### config.mk
export PLATFORM = sky130hd
export DESIGN_NAME = uart_tx_ctrl
export DESIGN_NICKNAME = d
export VERILOG_FILES = /design/src/rtl/uart_tx_pkg.sv /design/src/rtl/uart_tx_serializer.sv /design/src/rtl/uart_tx_ctrl.sv
export SDC_FILE = /design/constraint.sdc
export NUM_CORES = 1
export LEC_CHECK = 0
export CAP_MARGIN = 20
export CORE_MARGIN = 8
export CORE_UTILIZATION = 47
export CTS_CLUSTER_DIAMETER = 50
export DETAILED_ROUTE_END_ITERATION = 8
export PLACE_DENSITY = 0.76
export SYNTH_ARGS = -nofsm -noshare
export SYNTH_HDL_FRONTEND = slang
export SYNTH_SLANG_ARGS = --single-unit
### constraint.sdc
create_clock -name CLK -period 2.1 [get_ports CLK]
set_clock_uncertainty 0.05 [all_clocks]
set_input_delay 0.63 -clock CLK [delete_from_list [all_inputs] [get_ports CLK]]
set_output_delay 0.63 -clock CLK [all_outputs]
set_load 0.02 [all_outputs]
### src/rtl/uart_tx_pkg.sv
// Shared UART TX definitions: frame FSM encodings (also the TX output mux select) and default widths.
// The encodings must match the TX mux select decode.
package uart_tx_pkg;

  localparam int UART_DATA_WIDTH    = 8;
  localparam int UART_MUX_SEL_WIDTH = 3;

  typedef enum logic [2:0] {
    ST_IDLE   = 3'b000,
    ST_START  = 3'b001,
    ST_DATA   = 3'b010,
    ST_PARITY = 3'b011,
    ST_STOP   = 3'b100
  } tx_state_e;

  function automatic logic tx_parity(input logic data_xor, input logic odd);
    return data_xor ^ odd;
  endfunction

endpackage

### src/rtl/uart_tx_serializer.sv
// Frame datapath: payload register, LSB-first bit counter and parity bit.
// Parity is fixed at load time, so it stays stable for the whole frame.
module uart_tx_serializer
  import uart_tx_pkg::*;
#(
  parameter int DATA_WIDTH = UART_DATA_WIDTH
) (
  input  logic                  clk,
  input  logic                  rst_n,
  input  logic                  load_i,
  input  logic [DATA_WIDTH-1:0] data_i,
  input  logic                  par_typ_i,
  input  logic                  shift_i,
  output logic                  ser_o,
  output logic                  par_o,
  output logic                  last_o
);

  localparam int CNT_W = (DATA_WIDTH > 1) ? $clog2(DATA_WIDTH) : 1;

  logic [DATA_WIDTH-1:0] data_q;
  logic                  par_q;
  logic [CNT_W-1:0]      cnt_q;

  always_ff @(posedge clk or negedge rst_n) begin
    if (!rst_n) begin
      data_q <= '0;
      par_q  <= 1'b0;
      cnt_q  <= '0;
    end else begin
      if (load_i) begin
        data_q <= data_i;
        par_q  <= tx_parity(^data_i, par_typ_i);
      end
      // The counter only wraps on the final data bit.
      if (shift_i) begin
        cnt_q <= last_o ? '0 : cnt_q + CNT_W'(1);
      end
    end
  end

  assign last_o = (cnt_q == CNT_W'(DATA_WIDTH - 1));
  assign ser_o  = data_q[cnt_q];
  assign par_o  = par_q;

endmodule

### src/rtl/uart_tx_ctrl.sv
// UART TX frame controller: START, DATA_WIDTH data bits, optional PARITY, STOP; state doubles as mux select.
// Define UART_TX_BACK2BACK_EN to let data_valid in STOP chain the next frame with no IDLE cycle.
module uart_tx_ctrl
  import uart_tx_pkg::*;
#(
  parameter int DATA_WIDTH    = UART_DATA_WIDTH,
  parameter int MUX_SEL_WIDTH = UART_MUX_SEL_WIDTH
) (
  input  logic                     CLK,
  input  logic                     RST,
  input  logic [DATA_WIDTH-1:0]    p_data,
  input  logic                     data_valid,
  input  logic                     par_en,
  input  logic                     par_typ,
  output logic [MUX_SEL_WIDTH-1:0] mux_sel,
  output logic                     ser_data,
  output logic                     par,
  output logic                     busy
);

`ifdef UART_TX_BACK2BACK_EN
  localparam bit BACK2BACK = 1'b1;
`else
  localparam bit BACK2BACK = 1'b0;
`endif

  tx_state_e state_q, state_d;
  logic      par_en_q;
  logic      load, shift, ser_bit, last_bit;

  always_ff @(posedge CLK or negedge RST) begin
    if (!RST) begin
      state_q  <= ST_IDLE;
      par_en_q <= 1'b0;
    end else begin
      state_q <= state_d;
      if (load) begin
        par_en_q <= par_en;
      end
    end
  end

  always_comb begin
    state_d = state_q;
    case (state_q)
      ST_IDLE:   if (data_valid) state_d = ST_START;
      ST_START:  state_d = ST_DATA;
      ST_DATA:   if (last_bit) state_d = par_en_q ? ST_PARITY : ST_STOP;
      ST_PARITY: state_d = ST_STOP;
      ST_STOP:   state_d = (BACK2BACK && data_valid) ? ST_START : ST_IDLE;
      default:   state_d = ST_IDLE;
    endcase
  end

  always_comb begin
    busy     = (state_q != ST_IDLE);
    mux_sel  = MUX_SEL_WIDTH'(state_q);
    shift    = (state_q == ST_DATA);
    ser_data = shift & ser_bit;
    load     = data_valid &&
               ((state_q == ST_IDLE) || (BACK2BACK && (state_q == ST_STOP)));
  end

  uart_tx_serializer #(
    .DATA_WIDTH (DATA_WIDTH)
  ) u_ser (
    .clk       (CLK),
    .rst_n     (RST),
    .load_i    (load),
    .data_i    (p_data),
    .par_typ_i (par_typ),
    .shift_i   (shift),
    .ser_o     (ser_bit),
    .par_o     (par),
    .last_o    (last_bit)
  );

endmodule

# [Yosys cells after proc, flatten, opt, wreduce, memory -nomap -nowiden]
# Index checks and enable logic that the tools add are counted.
[op_classes] addsub=1 order_cmp=1 eq_ne=6 muxes=7 bitwise=2 n_reduce_logical=5
[op_table] operator="$mux W3" n=4
[op_table] operator="$pmux W3 S4" n=1
[op_table] operator="$reduce_xor A8 Y1" n=1
[op_table] operator="$eq A3 B2 Y1 const B" n=2
[op_table] operator="$lt A3 B4 Y1 const B" n=1
[op_table] operator="$add A3 B1 Y3 const B" n=1
[op_table] operator="$bmux W1 S3" n=1
[op_table] operator="$eq A3 B1 Y1 const B" n=1
[op_table] operator="$eq A3 B3 Y1 const B" n=1
[op_table] operator="$logic_not A3 Y1" n=1
[op_table] operator="$reduce_bool A3 Y1" n=1
[op_table] operator="$ne A2 B1 Y1 const B" n=1
[op_table] operator="$ne A2 B2 Y1 const B" n=1
[op_table] operator="$reduce_and A2 Y1" n=1
[op_table] operator="$and A1 B1 Y1" n=1
[op_table] operator="$logic_and A1 B1 Y1" n=1
[op_table] operator="$mux W1" n=1
[op_table] operator="$xor A1 B1 Y1" n=1
[totals] reg_bits=16 in_bits=13 out_inout_bits=6 word_cells=27

# [Depth between registers and ports, before layout]
# Gate-level depths: netlist (run 1).
[logic_depth] depth_word=3 depth_mapped=5 depth_no_buf=5

# [Cells and area by module]
# From an unflattened synthesis (run 1), not the netlist that was laid out.
[unflattened] cells_unflattened=55 area_unflattened_um2=823.3
[modules_own_cells] module="uart_tx_serializer" instances=1 cells_each=38 area_per_inst_um2=610.6 seq_area_each_um2=300.3
[modules_own_cells] module="uart_tx_ctrl" instances=1 cells_each=17 area_per_inst_um2=212.7 seq_area_each_um2=100.1

# [Worst setup path before layout (run 1)]
# OpenSTA, ideal clock, no wires.
[synth_timing] path_kind="register -> output" from="register u_ser.cnt_q[0]" to="output ser_data" t_arrival_ns=1.166 required_time_ns=1.420 path_slack_ns=0.254 path_stages_with_launch=4 path_buffers=0 path_cell_list="dfrtp_1 > mux4_2 > mux2i_1 > nor2_1"
[synth_via] elab_chain_len=3
[synth_rtl] element="start, declared" line="uart_tx_serializer.sv:23" rtl="logic [CNT_W-1:0] cnt_q;"
[synth_rtl] element="start signal, assigned" line="uart_tx_serializer.sv:37" rtl="cnt_q <= last_o ? '0 : cnt_q + CNT_W'(1);"
[synth_rtl] element="$bmux W1 S3" line="uart_tx_serializer.sv:43" rtl="assign ser_o = data_q[cnt_q];"
[synth_rtl] element="$mux W1 (implied by the code)" line="uart_tx_serializer.sv:43"
[synth_rtl] element="$and A1 B1 Y1" line="uart_tx_ctrl.sv:59" rtl="ser_data = shift & ser_bit;"
[synth_rtl] element="end, declared" line="uart_tx_ctrl.sv:16" rtl="output logic ser_data,"
# No other way between the ends. The select of a mux whose other input is x is not followed.

# [Worst setup path after layout (run 1)]
# Same ends and word-level chain as after synthesis.

==> metrics, run 1 <==
status complete, but fails checks; failing checks setup timing; Cells after Synth 58; total track usage between 10% and 20%; P per Cell Area approximately 1500 nW/um^2; core box area approximately 1700 sq um; largest family of logic cells by synthesized area multiplexers; RSZ-0062 raised after global routing yes; Post-Synth XOR/XNOR Area a little under a tenth; period utilization 106%; gp weighted congestion 0.736; TritonCTS Buffers 3; R2R cell count 3; die area 3270 sq um; leading area contributor after synthesis dfrtp_1; Initial DRT Pass Iterations 4; CP required 1420 ps; top-count cell post-synth dfrtp_1; Synthesized Nets 73; initial antenna violation count 0; dpl ws -235 ps; Clock Path Buffers 2; Critical Path Start u_ser.cnt_q[0]$_DFFE_PN0N_; chip width 57.2 microns; drt drc 0; Yosys top cell area share 50.2%; HP Class register to register; CTS Sinks 16; post-DP HPWL 1290 microns; post-layout min period 2240 ps; main area contributors after synthesis dfrtp_1 (50%), mux2_2 (16%), mux4_2 (5.7%); number of synthesized register bits 16; Worst setup EP type output pin; Avg Cell Area, Syn 13.7 sq um; Post-synth EDFFs 0; VDD IR max 0.667 mV; Worst EP arrival 1560 ps; critical-path maximum fanout 3; Area Growth Syn to Fin 33.8%; Clk Latency, worst-skew pair 280 ps; Mapped Area 797 sq um; fraction of the mapped netlist area in simple logic gates 8.16%; final setup margin -136 ps; post-route design area 1070 sq um; Top FF cell, synth dfrtp_1; layout net count slightly above 100; I/O pin total 19; worst r2r dst u_ser.data_q[2]$_DFFE_PN0P_; DR vias/cell 5.29; most instantiated cells after synthesis dfrtp_1 (16), mux2_2 (11), xnor2_1 (5); Overflow after GRT 0; slew of the pin with the lowest slew margin 296 ps; post-route ant nets 0; WL per Instance 15.1 microns; Slew Limit Fails 0; WL final 1540 microns; synth unique cells 21; r2r setup slk 470 ps; vias in the first global route 643; final count of negative-setup-slack endpoints 1; Post-DP Area 1020 sq um; IO buf count 18; fmax about 0.45 GHz; FP Rows 15; final hold vios 0; Clk Tree Root Cell clkbuf_4; Initial Util 48.3%; max_cap viols 0; DR iter-0 viols 5; # diodes 0; vias 540; max_slew headroom approximately 80%; mux contribution to synthesized area 23.7%; global-route wire length before repair 2740 microns; sequential area share after synthesis ~50%; Critical Path Start Type register; TritonCTS clock tree done; Setup crit end ser_data; share of layout cells above drive strength 1 32.9%; LEAKAGE around 0.00047 uW; Reg2Reg Launch Point mux_sel[1]$_DFFE_PN0P_; Yosys warnings 0; Max H-tree Level 1; Clock Pin Slew Worst Setup and Hold Paths 90 ps; ys async rst share 100%; largest net degree at the start of global routing 17; post-synthesis compound-gate area fraction 2.83%; critical path class register to output pin; Die Span Y between 50 and 60 microns; Post-Synth Adder-Cell Area 3.14%
## area by class of cell
type	instances	area (sq um)
clock buffers	4	36.3
fillers	137	586
inverters	2	7.51
multi-input cells	39	378
flip-flops and latches	16	400
well taps	17	21.3
repair buffers	24	223
## layer usage
metal	GRT usage (%)	wire, microns	vias up
li1	-	-	257
met1	11.3	606	261
met2	17.7	812	18
met3	3.33	96	4
met4	6.04	25	0
met5	0	0	-
## power breakdown
group	leakage, uW	internal [uW]	switching [uW]
combinational	0.000258	465	312
sequential	0.000192	464	120
clock	0.0000210	105	95.6
total	0.000471	1030	527
## worst max-delay path, stage by stage, from the launching register on
cell and delay [ps]:
dfrtp_1 420, mux4_2 510, mux2i_1 150, nor2_1 50, buf_4 150
## cell usage in the layout (no fill, tap or decap), types with 2 or more instances in the layout
master           count
buf_4                7
clkbuf_4             3
clkdlybuf4s50_1     15
dfrtp_1             16
ha_1                 2
inv_1                2
mux2_2              11
mux2i_1              2
mux4_2               2
nand2_1              2
nor2_1               3
o21ai_0              2
xnor2_1              5
## logic make-up after synthesis
| group | count (synthesis) |
|---|---|
| DFF | 16 |
| adders and majority gates | 2 |
| xor gates and xnor gates | 7 |
| and+or+nand+nor | 11 |
| AOI/OAI and AO/OA | 4 |
| buffers and inverters | 3 |
| muxes | 15 |
## per-stage QoR
step / hold WS [ps] / total power [uW] / util [%] / instances / setup TNS, ps
floorplan: 284 / 1090 / - / 58 / 0
global placement: 442 / 1340 / 61.6 / 96 / -358
detailed placement: 453 / 1380 / 61.6 / 96 / -409
CTS: 476 / 1570 / 64.1 / 101 / -152
global route: 491 / 1680 / 64.5 / 102 / -226
finish: 474 / 1560 / 64.5 / 102 / -136
## state kept, by name, summed over array words and instances, names as in the netlist
signal / count
par_en_q: 1
mux_sel: 3
u_ser.par_o: 1
u_ser.data_q: 8
u_ser.cnt_q: 3
## timing repair
| action | in CTS | in global routing |
|---|---|---|
| hold buffers | 0 | 0 |
| setup endpoints to repair | 3 | 2 |
| resized for setup | 9 | 0 |
| pin swaps | 1 | 0 |
| setup buffers | 1 | 1 |
| endpoints found under the hold margin | 0 | 0 |
## worst min path at each step
stage                                            from  cells after the start                     endpoint  slack, ps
after floorplan                                   RST                      0       mux_sel[0]$_DFFE_PN0P_        280
after global placement    u_ser.data_q[3]$_DFFE_PN0P_                      1  u_ser.data_q[3]$_DFFE_PN0P_        440
after detailed placement  u_ser.data_q[1]$_DFFE_PN0P_                      1  u_ser.data_q[1]$_DFFE_PN0P_        450
after CTS                 u_ser.data_q[1]$_DFFE_PN0P_                      1  u_ser.data_q[1]$_DFFE_PN0P_        480
after global routing      u_ser.data_q[1]$_DFFE_PN0P_                      1  u_ser.data_q[1]$_DFFE_PN0P_        490
final                         u_ser.par_o$_DFFE_PN0P_                      1      u_ser.par_o$_DFFE_PN0P_        470
Power figures use the tool's default switching activity.
==> run 2: changes to the inputs <==
--- a/config.mk
+++ b/config.mk
@@ -6,11 +6,12 @@
 export NUM_CORES = 1
 export LEC_CHECK = 0
 export CAP_MARGIN = 20
-export CORE_MARGIN = 8
-export CORE_UTILIZATION = 47
+export CORE_MARGIN = 2
+export CORE_UTILIZATION = 50
+export CTS_BUF_LIST = sky130_fd_sc_hd__clkbuf_8
 export CTS_CLUSTER_DIAMETER = 50
 export DETAILED_ROUTE_END_ITERATION = 8
-export PLACE_DENSITY = 0.76
+export PLACE_DENSITY = 0.8
 export SYNTH_ARGS = -nofsm -noshare
 export SYNTH_HDL_FRONTEND = slang
 export SYNTH_SLANG_ARGS = --single-unit
==> metrics, run 2 (synthesized netlist as in run 1, its figures left out) <==
Largest register FFs 8; Worst EP arrival 1510 ps; Final Non-Filler Cells just over 100; Clk Latency, worst-skew pair 240 ps; post-DP HPWL 1050 microns; max_slew headroom around four fifths; TritonCTS Buffers 3; critical path class register to output pin; DR vias/cell around 5.3; fin util approximately 70%; LEAKAGE between 0.0004 and 0.0005 uW; Clock Pin Slew Worst Setup and Hold Paths about 60 ps; initial antenna violation count 0; global-route wire length before repair 2280 microns; Initial Util 52.9%; WL final 1320 microns; CTS Sinks 16; dpl ws -242 ps; TritonCTS clock tree done; Die Span Y approximately 44 microns; I/O pin total 19; cell count after placement 98; layout net count 102; P per Cell Area approximately 1500 nW/um^2; period utilization 104%; slew of the pin with the lowest slew margin 316 ps; commonest non-fill, non-tap cells in the layout clkdlybuf4s50_1 (16), dfrtp_1 (16), mux2_2 (11); vias in the first global route 544; DR iter-0 viols 4; Overflow after GRT 0; core box area between 1500 and 2000 sq um; fill count 121; vias ~540; worst stage delay on the critical path 530 ps; final count of negative-setup-slack endpoints 1; critical-path cell list mux4_2, mux2i_1, nor2_1, buf_4; failing checks setup timing; Reg with most FFs u_ser.data_q; post-route ant nets 0; Initial DRT Pass Iterations 2; share of layout cells above drive strength 1 32.9%; # diodes 0; Post-CTS Hold Buffers 0; total track usage 16.6%; max_cap viols 0; Area Growth Syn to Fin 34.5%; Worst setup EP type output pin; FP Rows 14; gp weighted congestion 0.780; VDD IR max 0.881 mV; critical-path maximum fanout 3; HP Class register to register; die area 1930 sq um; Max H-tree Level 1; final hold vios 0; CP required 1420 ps; largest net degree at the start of global routing 17; chip width 43.9 microns; IO buf count 18; Slew Limit Fails 0; RSZ-0062 raised after global routing yes; CP max-delay cell mux4_2; Clk Tree Root Cell clkbuf_8; WL per Instance 13.0 microns; Post-DP Area 1040 sq um; post-route design area 1070 sq um; post-layout min period 2190 ps; Pwr Total between 1500 and 2000 uW; post-CTS setup buffer count 0; final setup margin -93.9 ps; fmax 0.456 GHz; status complete, but fails checks; drt drc 0; Critical Path Start Type register; Clock Path Buffers 2
[run 2: cell types whose count changed in the layout (fill, tap and decap cells not counted), sizes merged]
cell | before | now
buf | 7 | 8
clkdlybuf4s15 | 1 | 0
clkdlybuf4s50 | 15 | 16
dlygate4sd2 | 1 | 0
[run 2: worst paths after layout]
kind	slack, ps	start	endpoint	depth (start not counted)
max	-90	u_ser.cnt_q[0]$_DFFE_PN0N_	ser_data	4
min	460	u_ser.par_o$_DFFE_PN0P_	u_ser.par_o$_DFFE_PN0P_	1
max reg2reg	440	mux_sel[2]$_DFFE_PN0P_	u_ser.data_q[5]$_DFFE_PN0P_	3
min reg2reg	460	u_ser.par_o$_DFFE_PN0P_	u_ser.par_o$_DFFE_PN0P_	1
max in group asynchronous	1160	RST	u_ser.par_o$_DFFE_PN0P_	2
min in group asynchronous	660	RST	mux_sel[0]$_DFFE_PN0P_	2
[run 2: final cells by class]
class	count	area [sq um]	area share [%]
Multi-Input combinational cell	39	378	35.2
Tap cell	16	20.0	1.87
Timing Repair Buffer	25	225	21.0
Sequential cell	16	400	37.3
Inverter	2	7.51	0.700
Clock buffer	3	41.3	3.85
[run 2: routing by layer]
metal | GRT usage (%) | share of wire, % | wire, microns
met5 | 0 | 0 | 0
met4 | 9.09 | 2.2 | 29
met3 | 3.33 | 5.9 | 78
met2 | 29.1 | 50 | 656
met1 | 18.6 | 42 | 552
[run 2: repair_timing]
| item | 4_1_cts | 5_1_grt |
|---|---|---|
| setup endpoints to repair | 2 | 2 |
| resized for setup | 7 | 1 |
| endpoints found under the hold margin | 0 | 0 |
| pin swaps | 1 | 0 |
[run 2: worst max-delay path: cells and delay by family, from the launching register on]
kind	cells	cell delay [ps]
DFF	1	410
and+or+nand+nor	1	60
buffers and inverters	1	150
muxes	2	660
[run 2: per-stage QoR]
stage | TNS, ps | hold WS [ps]
after floorplan | 0 | 284
after global routing | -187 | 484
after global placement | -330 | 443
after detailed placement | -420 | 450
final | -93.9 | 456
after CTS | -108 | 463
[run 2: power by group]
group,switching (uW),internal [uW]
Combinational,317,459
Sequential,112,466
Clock,90.4,127
Total,519,1050
